[src/rtl/bp_be_pkg.sv]
// Shared backend types for the mem-lane arbiter.
package bp_be_pkg;

  // Dispatch packet width that the buffer entry type is built around.
  localparam int unsigned bp_be_dispatch_pkt_width_gp = 128;

  // The in-order buffer has exactly two slots, one per dispatch lane.
  localparam int unsigned bp_be_mem_arb_els_gp = 2;

  typedef struct packed {
    logic                                   lane;  // 0 = lane 1, 1 = lane 2
    logic [bp_be_dispatch_pkt_width_gp-1:0] pkt;
  } bp_be_mem_arb_entry_s;

endpackage

[src/rtl/bp_be_mem_arb_buffer.sv]
// Two-entry in-order buffer: up to two enqueues per cycle, one dequeue, flush.
module bp_be_mem_arb_buffer
  import bp_be_pkg::*;
(
  input  logic                 clk_i,
  input  logic                 reset_i,
  input  logic                 flush_i,
  input  logic [1:0]           enq_cnt_i,
  input  bp_be_mem_arb_entry_s enq0_i,
  input  bp_be_mem_arb_entry_s enq1_i,
  input  logic                 deq_i,
  output bp_be_mem_arb_entry_s head_o,
  output logic [1:0]           count_o
);

  bp_be_mem_arb_entry_s mem_q [bp_be_mem_arb_els_gp];
  logic [1:0]           count_q, count_d;
  logic                 head_q, head_d;
  logic                 wr_idx0, wr_idx1;

  // Next count/head; the write slot follows the occupied entries.
  always_comb begin
    wr_idx0 = head_q ^ count_q[0];
    wr_idx1 = ~wr_idx0;
    count_d = count_q + enq_cnt_i - {1'b0, deq_i};
    head_d  = deq_i ? ~head_q : head_q;
    if (flush_i) begin
      count_d = 2'd0;
      head_d  = 1'b0;
    end
  end

  // Control state with synchronous reset.
  always_ff @(posedge clk_i) begin
    if (reset_i) begin
      count_q <= 2'd0;
      head_q  <= 1'b0;
    end else begin
      count_q <= count_d;
      head_q  <= head_d;
    end
  end

  // Payload storage; no reset needed since count gates every read.
  always_ff @(posedge clk_i) begin
    if (!reset_i && !flush_i) begin
      if (enq_cnt_i != 2'd0) mem_q[wr_idx0] <= enq0_i;
      if (enq_cnt_i == 2'd2) mem_q[wr_idx1] <= enq1_i;
    end
  end

  assign head_o  = mem_q[head_q];
  assign count_o = count_q;

endmodule

[src/rtl/bp_be_mem_lane_arbiter.sv]
// Shares the single D$ pipe between the two dispatch lanes, issuing in program
// order with zero-latency bypass and a 2-entry overflow buffer.
// Optional statistics counters: define BP_BE_MEM_ARB_STATS_EN.
module bp_be_mem_lane_arbiter
  import bp_be_pkg::*;
#(
  parameter int unsigned dispatch_pkt_width_p = 128,
  parameter int unsigned buf_els_p            = 2
) (
  input  logic                            clk_i,
  input  logic                            reset_i,
  input  logic                            flush_i,
  input  logic                            lane1_v_i,
  input  logic [dispatch_pkt_width_p-1:0] lane1_pkt_i,
  input  logic                            lane2_v_i,
  input  logic [dispatch_pkt_width_p-1:0] lane2_pkt_i,
  output logic                            ready_o,
  output logic                            mem_v_o,
  output logic [dispatch_pkt_width_p-1:0] mem_pkt_o,
  output logic                            mem_lane_o,
  input  logic                            mem_ready_i
`ifdef BP_BE_MEM_ARB_STATS_EN
  ,
  output logic [31:0]                     dual_cnt_o,
  output logic [31:0]                     stall_cnt_o
`endif
);

  if (buf_els_p != bp_be_mem_arb_els_gp) begin : g_bad_els
    $fatal(1, "bp_be_mem_lane_arbiter: buf_els_p must be 2");
  end
  // The buffer entry type is sized by the package packet width.
  if (dispatch_pkt_width_p != bp_be_dispatch_pkt_width_gp) begin : g_bad_width
    $fatal(1, "bp_be_mem_lane_arbiter: dispatch_pkt_width_p must match bp_be_pkg");
  end

  bp_be_mem_arb_entry_s head, byp, sel, enq0, enq1;
  logic [1:0]           buf_count, enq_cnt;
  logic                 accept, in_v1, in_v2, fire, deq, buf_busy;

  // Acceptance, bypass/head selection, handshake and enqueue decision.
  always_comb begin
    buf_busy = (buf_count != 2'd0);
    ready_o  = ~reset_i & ~buf_busy;
    accept   = ready_o & ~flush_i;
    in_v1    = accept & lane1_v_i;
    in_v2    = accept & lane2_v_i;

    // Oldest incoming op: lane 1 if present, otherwise lane 2.
    byp.lane = ~in_v1;
    byp.pkt  = in_v1 ? lane1_pkt_i : lane2_pkt_i;
    sel      = buf_busy ? head : byp;

    mem_v_o    = ~reset_i & ~flush_i & (buf_busy | in_v1 | in_v2);
    mem_pkt_o  = mem_v_o ? sel.pkt  : '0;
    mem_lane_o = mem_v_o ? sel.lane : 1'b0;

    fire = mem_v_o & mem_ready_i;
    deq  = fire & buf_busy;

    enq_cnt   = 2'd0;
    enq0      = byp;
    enq1.lane = 1'b1;
    enq1.pkt  = lane2_pkt_i;
    // Enqueue only happens with an empty buffer since ready_o requires it.
    if (in_v1 && in_v2) begin
      enq_cnt = fire ? 2'd1 : 2'd2;
      if (fire) enq0 = enq1;
    end else if ((in_v1 || in_v2) && !fire) begin
      enq_cnt = 2'd1;
    end
  end

  bp_be_mem_arb_buffer u_buffer (
    .clk_i     (clk_i),
    .reset_i   (reset_i),
    .flush_i   (flush_i),
    .enq_cnt_i (enq_cnt),
    .enq0_i    (enq0),
    .enq1_i    (enq1),
    .deq_i     (deq),
    .head_o    (head),
    .count_o   (buf_count)
  );

`ifdef BP_BE_MEM_ARB_STATS_EN
  logic [31:0] dual_cnt_q, dual_cnt_d, stall_cnt_q, stall_cnt_d;

  // Saturating counters; flush does not clear them.
  always_comb begin
    dual_cnt_d  = dual_cnt_q;
    stall_cnt_d = stall_cnt_q;
    if (in_v1 && in_v2 && (dual_cnt_q != 32'hFFFF_FFFF)) dual_cnt_d = dual_cnt_q + 32'd1;
    if (buf_busy && (stall_cnt_q != 32'hFFFF_FFFF)) stall_cnt_d = stall_cnt_q + 32'd1;
  end

  // Counter registers with synchronous reset.
  always_ff @(posedge clk_i) begin
    if (reset_i) begin
      dual_cnt_q  <= 32'd0;
      stall_cnt_q <= 32'd0;
    end else begin
      dual_cnt_q  <= dual_cnt_d;
      stall_cnt_q <= stall_cnt_d;
    end
  end

  assign dual_cnt_o  = dual_cnt_q;
  assign stall_cnt_o = stall_cnt_q;
`else
  // Statistics counters not built.
`endif

endmodule

[config.mk]
export PLATFORM = sky130hd
export DESIGN_NAME = bp_be_mem_lane_arbiter
export DESIGN_NICKNAME = d
export VERILOG_FILES = /design/src/rtl/bp_be_pkg.sv /design/src/rtl/bp_be_mem_arb_buffer.sv /design/src/rtl/bp_be_mem_lane_arbiter.sv
export SDC_FILE = /design/constraint.sdc
export NUM_CORES = 1
export LEC_CHECK = 0
export CORE_MARGIN = 2
export CORE_UTILIZATION = 52
export DETAILED_ROUTE_END_ITERATION = 12
export HOLD_SLACK_MARGIN = 0.15
export PLACE_DENSITY = 0.82
export SLEW_MARGIN = 20
export SYNTH_ARGS = -nofsm -noshare
export SYNTH_HDL_FRONTEND = slang
export SYNTH_HIERARCHICAL = 1
export SYNTH_SLANG_ARGS = --single-unit
export TNS_END_PERCENT = 20
[constraint.sdc]
create_clock -name clk_i -period 32.4 [get_ports clk_i]
set_clock_uncertainty 0.2 [all_clocks]
set_input_delay 3.24 -clock clk_i [delete_from_list [all_inputs] [get_ports clk_i]]
set_output_delay 3.24 -clock clk_i [all_outputs]
set_load 0.02 [all_outputs]
==> flow_metrics.env, run 1 <==
export IMPL_grt_use_total_pct=26.18
export IMPL_worst_pin_slew_ns=1.095
export IMPL_vdd_ir_drop_max_mv=0.03967
export IMPL_yosys_warnings=6
export IMPL_synthArstFlopShare_pct=0
export IMPL_cellLeakagePower_nw=8.762
export IMPL_dp_hpwl_um=31400
export IMPL_cts_resized=0
export IMPL_worst_path_largest_cell_delay_ns=0.78
export IMPL_cts_buffers=29
export IMPL_grt_pass1_vias=13850
export IMPL_endpoint_kind="output pin"
export IMPL_cts_max_path_buffers=3
export IMPL_fill_cells=2577
export IMPL_route_final_wire_length_um=49570
export IMPL_hold_path_class="reg -> reg"
export IMPL_path_delay_family="buffers and inverters"
export IMPL_finalHoldViolations=0
export IMPL_arrival_ns=6.93
export IMPL_drc=0
export IMPL_routabilityCongestion=0.8706
export IMPL_cts_tree="done"
export IMPL_whs_ns=0.4266
export IMPL_seq_area_frac_synth_pct=43.42
export IMPL_ys_seq_elements=262
export IMPL_grt_pass1_wl_um=75240
export IMPL_post_cts_buffers=0
export IMPL_drt_iter0_drc=976
export IMPL_synth_edf_count=258
export IMPL_clock_tree_root_cell="clkbuf_16"
export IMPL_cap_viol_max_count=0
export IMPL_min_period_over_period_pct=32.00
export IMPL_cp_slowest_cell="buf_4"
export IMPL_powerDensity_mw_per_mm2=36.53
export IMPL_status="finished, final reports clean"
export IMPL_synthToLayoutAreaGrowth_pct=26.81
export IMPL_ctsHoldBuffers=0
export IMPL_drive_above_1_share_pct=26.27
export IMPL_wl_per_cell_um=22.02
export IMPL_die_h_um=190.2
export IMPL_start_util_pct=52.44
export IMPL_die_w_um=190.2
export IMPL_core_area_mm2=0.03437
export IMPL_io_pins=393
export IMPL_io_buffers=392
export IMPL_cts_htree_levels=1
export IMPL_die_area_mm2=0.03617
export IMPL_synthCells=1456
export IMPL_period_needed_ns=10.37
export IMPL_rsz0062_at_grt="no"
export IMPL_setup_worst_path_class="in -> out"
export IMPL_fin_setup_tns_ns=0
export IMPL_vias=13390
export IMPL_final_nets=2038
export IMPL_critPathMaxFanout=67
export IMPL_setup_viol=0
export IMPL_grt_antenna_before_repair=2
export IMPL_syn_cell_area_mm2=0.01803
export IMPL_drt_first_pass_iters=7
export IMPL_max_slew_margin_pct=27.03
export IMPL_avgSynthCellArea_um2=12.38
export IMPL_synth_cell_types=32
export IMPL_grt_start_max_net_pins=72
export IMPL_path_cells="clkdlybuf4s50_1 -> nor3b_4 -> buf_4 -> buf_4 -> a21oi_1 -> a211oi_1 -> clkdlybuf4s50_1"
export IMPL_synth_flop_cell="edfxtp_1"
export IMPL_clock_latency_ns=0.54
export IMPL_fmax_ghz=0.09645
export IMPL_crit_required_ns=28.96
export IMPL_antenna_left=0
export IMPL_grt_ovfl_total=0
export IMPL_critPathLaunchType="input port"
export IMPL_slew_violations=0
export IMPL_viasPerCell=5.947
export IMPL_clock_sinks=262
export IMPL_path_buf_inv=4
export IMPL_num_rows=68
export IMPL_clk_pin_slew_ns=0.06
[logic make-up after synthesis]
kind of cell | Yosys count | synth area share (%)
adders and majority gates | 2 | 0.1388
muxes | 516 | 36.81
and+or+nand+nor | 278 | 6.129
xor gates and xnor gates | 6 | 0.2915
AOI/OAI and AO/OA | 261 | 9.100
buffers and inverters | 130 | 4.088
DFF | 262 | 43.42
other | 1 | 0.02080
[cells in the final DEF, fill, tap and decap left out, drive strengths merged]
cell	n
o31ai	1
nor4b	1
clkdlybuf4s50	392
ha	2
a21oi	129
o21ai	1
and3	2
or3b	1
diode	3
nand2b	1
clkbuf	40
inv	3
xnor2	6
nor3b	2
buf	21
nor2	133
a2111oi	1
nand2	130
dfxtp	4
mux2i	1
nand3	3
mux2	515
a211oi	129
clkinv	10
edfxtp	258
nor3	4
or2	1
conb	2
[cells in the mapped netlist, types with 2 or more instances]
master,instances,share of area (%)
mux2_2,186,12
xnor2_1,6,0.29
mux2_1,109,6.8
nor2_1,133,2.8
nand2_1,129,2.7
nor3_1,4,0.11
nand3_1,3,0.083
mux2_4,220,18
a211oi_1,129,5.4
ha_1,2,0.14
buf_2,46,1.3
edfxtp_1,258,43
a21oi_1,129,3.6
buf_6,25,1.6
clkbuf_1,54,1.1
inv_1,3,0.062
dfxtp_1,4,0.44
and3_1,2,0.069
[state kept, by name, indices dropped and copies added, names as in the netlist, named ones only]
name	cells
u_buffer/head_q	1
u_buffer/mem_q	258
u_buffer/count_o	2
[tightest hold or removal path, stage by stage, from the launching register on]
cell and delay [ns]:
dfxtp_1 0.36, xnor2_1 0.16, nor3_1 0.06
[through the flow]
step            power, W  setup slack (ns)  std cells  cell area, µm²  util (%)
2_1_floorplan  0.0004779             6.711       1457           18030         -
3_3_place_gp   0.0005426             22.14       2197           22020     64.07
3_5_place_dp   0.0005481             22.06       2198           22030     64.10
4_1_cts        0.0008401             22.07       2248           22840     66.46
5_1_grt        0.0008642             21.93       2250           22860     66.50
6_report       0.0008349             22.03       2251           22860     66.50
[power breakdown]
group / internal [W] / switching, W
logic: 0.0000883 / 0.0000724
clock network: 0.000163 / 0.000129
registers: 0.000381 / 0.00000125
[layer usage]
metal,global-route usage (%),vias to the layer above,share of wire (%)
li1,-,6133,-
met1,33.46,6573,40
met2,44.47,579,49
met3,5.202,102,8.1
met4,8.855,0,3.0
met5,0,-,0
[final timing paths]
kind	from	to	slack [ns]	cells past startpoint
max reg2reg	u_buffer/count_o[0]	u_buffer/mem_q[1][24]	27.61	8
min reg2reg	u_buffer/head_q	u_buffer/head_q	0.43	2
min	u_buffer/head_q	u_buffer/head_q	0.43	2
max	reset_i	mem_pkt_o[75]	22.03	7
[cell type report]
type                            instances  area [µm²]  share of cell area, %
Timing Repair Buffer                  413        4093                  17.90
Inverter                                3       11.26                0.04926
Sequential cell                       262        7831                  34.26
Multi-Input combinational cell       1065        9535                  41.71
Tap cell                              455       569.3                  2.490
Clock buffer                           40       767.0                  3.355
Antenna cell                            3       7.507                0.03284
Clock inverter                         10       45.04                 0.1970
(Power assumes the default switching activity.)
==> inputs of run 2 (changes only) <==
- clock period: 32.4 -> 10.7 ns (I/O delays scaled with it)
==> run 2 against run 1 <==
Compared with the run above:
- sequential power increased to 3.0 times the previous value
- wire length increased by 2.0%
- first-iteration DRC count decreased by 18%
- global-route usage increased by 0.92 points
- critical path depth decreased by 1
- critical path type unchanged
- worst setup slack got worse by 17 ns
- total power increased to 3.1 times the previous value
==> flow_metrics.env, run 2 (synthesis results as in run 1) <==
export IMPL_powerDensity_mw_per_mm2=114.0
export IMPL_post_cts_buffers=0
export IMPL_io_pins=393
export IMPL_cts_resized=0
export IMPL_dr_wl_met2_um=25010
export IMPL_start_util_pct=52.44
export IMPL_cts_tree="done"
export IMPL_grt_pass1_vias=14050
export IMPL_grt_antenna_before_repair=1
export IMPL_viasPerCell=6.011
export IMPL_fill_cells=2533
export IMPL_clock_latency_ns=0.54
export IMPL_layout_common_cells="clkdlybuf4s50_1 (392), edfxtp_1 (258), mux2_4 (220), mux2_2 (186), nor2_1 (132)"
export IMPL_status="finished, final reports clean"
export IMPL_grt_pass1_wl_um=77780
export IMPL_met3_length_um=4308
export IMPL_drt_met1_wl_um=20190
export IMPL_top_register="u_buffer/mem_q"
export IMPL_core_area_mm2=0.03437
export IMPL_cellLeakagePower_nw=8.800
export IMPL_cts_htree_levels=1
export IMPL_io_buffers=392
export IMPL_final_common_cell="clkdlybuf4s50_1"
export IMPL_multi_input_area_mm2=0.009554
export IMPL_worst_pin_slew_ns=1.138
export IMPL_crit_path_frequent_cell="clkdlybuf4s50_1"
export IMPL_hold_path_class="reg -> reg"
export IMPL_drt_iter0_drc=801
export IMPL_clock_tree_root_cell="clkbuf_16"
export IMPL_ctsHoldBuffers=0
export IMPL_seq_area_mm2=0.007831
export IMPL_vdd_ir_drop_max_mv=0.1477
export IMPL_final_nets=2036
export IMPL_synthToLayoutAreaGrowth_pct=27.31
export IMPL_drive_above_1_share_pct=26.42
export IMPL_largest_register_ffs=258
export IMPL_finalHoldViolations=0
export IMPL_route_final_wire_length_um=50550
export IMPL_grt_use_total_pct=27.11
export IMPL_max_slew_margin_pct=24.13
export IMPL_clk_pin_slew_ns=0.05
export IMPL_critPathLaunchType="input port"
export IMPL_die_area_mm2=0.03617
export IMPL_grt_start_max_net_pins=86
export IMPL_setup_viol=0
export IMPL_cts_buffers=29
export IMPL_die_w_um=190.2
export IMPL_top_layer="met5"
export IMPL_drc=0
export IMPL_min_period_over_period_pct=56.94
export IMPL_whs_ns=0.4204
export IMPL_worst_path_largest_cell_delay_ns=0.89
export IMPL_path_cells="clkdlybuf4s50_1 -> or3b_4 -> buf_4 -> nand2_1 -> a211oi_1 -> clkdlybuf4s50_1"
export IMPL_fin_setup_tns_ns=0
export IMPL_path_buf_inv=3
export IMPL_endpoint_kind="output pin"
export IMPL_wl_per_cell_um=22.47
export IMPL_antenna_left=0
export IMPL_grt_ovfl_total=0
export IMPL_period_needed_ns=6.093
export IMPL_critPathMaxFanout=81
export IMPL_cts_max_path_buffers=3
export IMPL_setup_worst_path_class="in -> out"
export IMPL_drt_first_pass_iters=5
export IMPL_path_delay_family="buffers and inverters"
export IMPL_rsz0062_at_grt="no"
export IMPL_dp_hpwl_um=30890
export IMPL_fmax_ghz=0.1641
export IMPL_crit_required_ns=9.43
export IMPL_arrival_ns=4.82
export IMPL_cap_viol_max_count=0
export IMPL_slew_violations=0
export IMPL_num_rows=68
export IMPL_die_h_um=190.2
export IMPL_vias=13530
export IMPL_clock_sinks=262
export IMPL_routabilityCongestion=0.8405
export IMPL_cp_slowest_cell="clkdlybuf4s50_1"
-- run 2: cell types whose count changed in the layout (fill, tap and decap cells not counted) --
cell,delta
clkinv_4,-1
buf_4,+1
inv_6,+1
clkinv_1,-2
a2111oi_2,-1
clkbuf_8,+4
bufinv_16,+2
clkinv_2,-1
nor3_4,+1
diode_2,-2
buf_6,-3
nor3_2,-1
a2111oi_4,+1
-- run 2: cell type report --
cell class,count,area share [%]
Clock buffer,44,3.582
Multi-Input combinational cell,1065,41.63
Antenna cell,1,0.01090
Sequential cell,262,34.12
Inverter,3,0.04907
Clock inverter,9,0.4034
Timing Repair Buffer,411,17.72
Tap cell,455,2.481
-- run 2: report_power, final --
group          internal, W  switching (W)
combinational     0.000267       0.000224
sequential         0.00115     0.00000378
clock             0.000573       0.000395
-- run 2: path summary, 6_finish.rpt --
kind,from,endpoint,slack [ns],cells after the start
min reg2reg,u_buffer/head_q,flip-flop,0.42,2
max reg2reg,u_buffer/count_o[1],u_buffer/mem_q[1][60],5.72,9
min,u_buffer/head_q,flip-flop,0.42,2
max,reset_i,mem_pkt_o[42],4.61,6
-- run 2: tightest hold or removal path, delay by kind of cell, from the launching register on --
kind	cells	cell delay, ns
AND/OR/NAND/NOR	1	0.05
flip-flops	1	0.37
XOR/XNOR	1	0.16
-- run 2: metrics by stage --
| stage | power (W) | setup slack [ns] | util [%] | std cells | cell area, µm² |
|---|---|---|---|---|---|
| global placement | 0.001648 | 4.703 | 64.10 | 2196 | 22030 |
| global route | 0.002702 | 4.439 | 66.76 | 2249 | 22950 |
| CTS | 0.002630 | 4.575 | 66.76 | 2249 | 22950 |
| detailed placement | 0.001663 | 4.573 | 64.10 | 2196 | 22030 |
| floorplan | 0.001441 | 2.810 | - | 1457 | 18050 |
| finish | 0.002616 | 4.607 | 66.77 | 2250 | 22950 |
-- run 2: per-layer routing --
metal  up-vias  GRT usage [%]
met3        74          5.257
met1      6716          34.31
li1       6121              -
met5         -              0
met4         2          7.335
met2       612          47.38
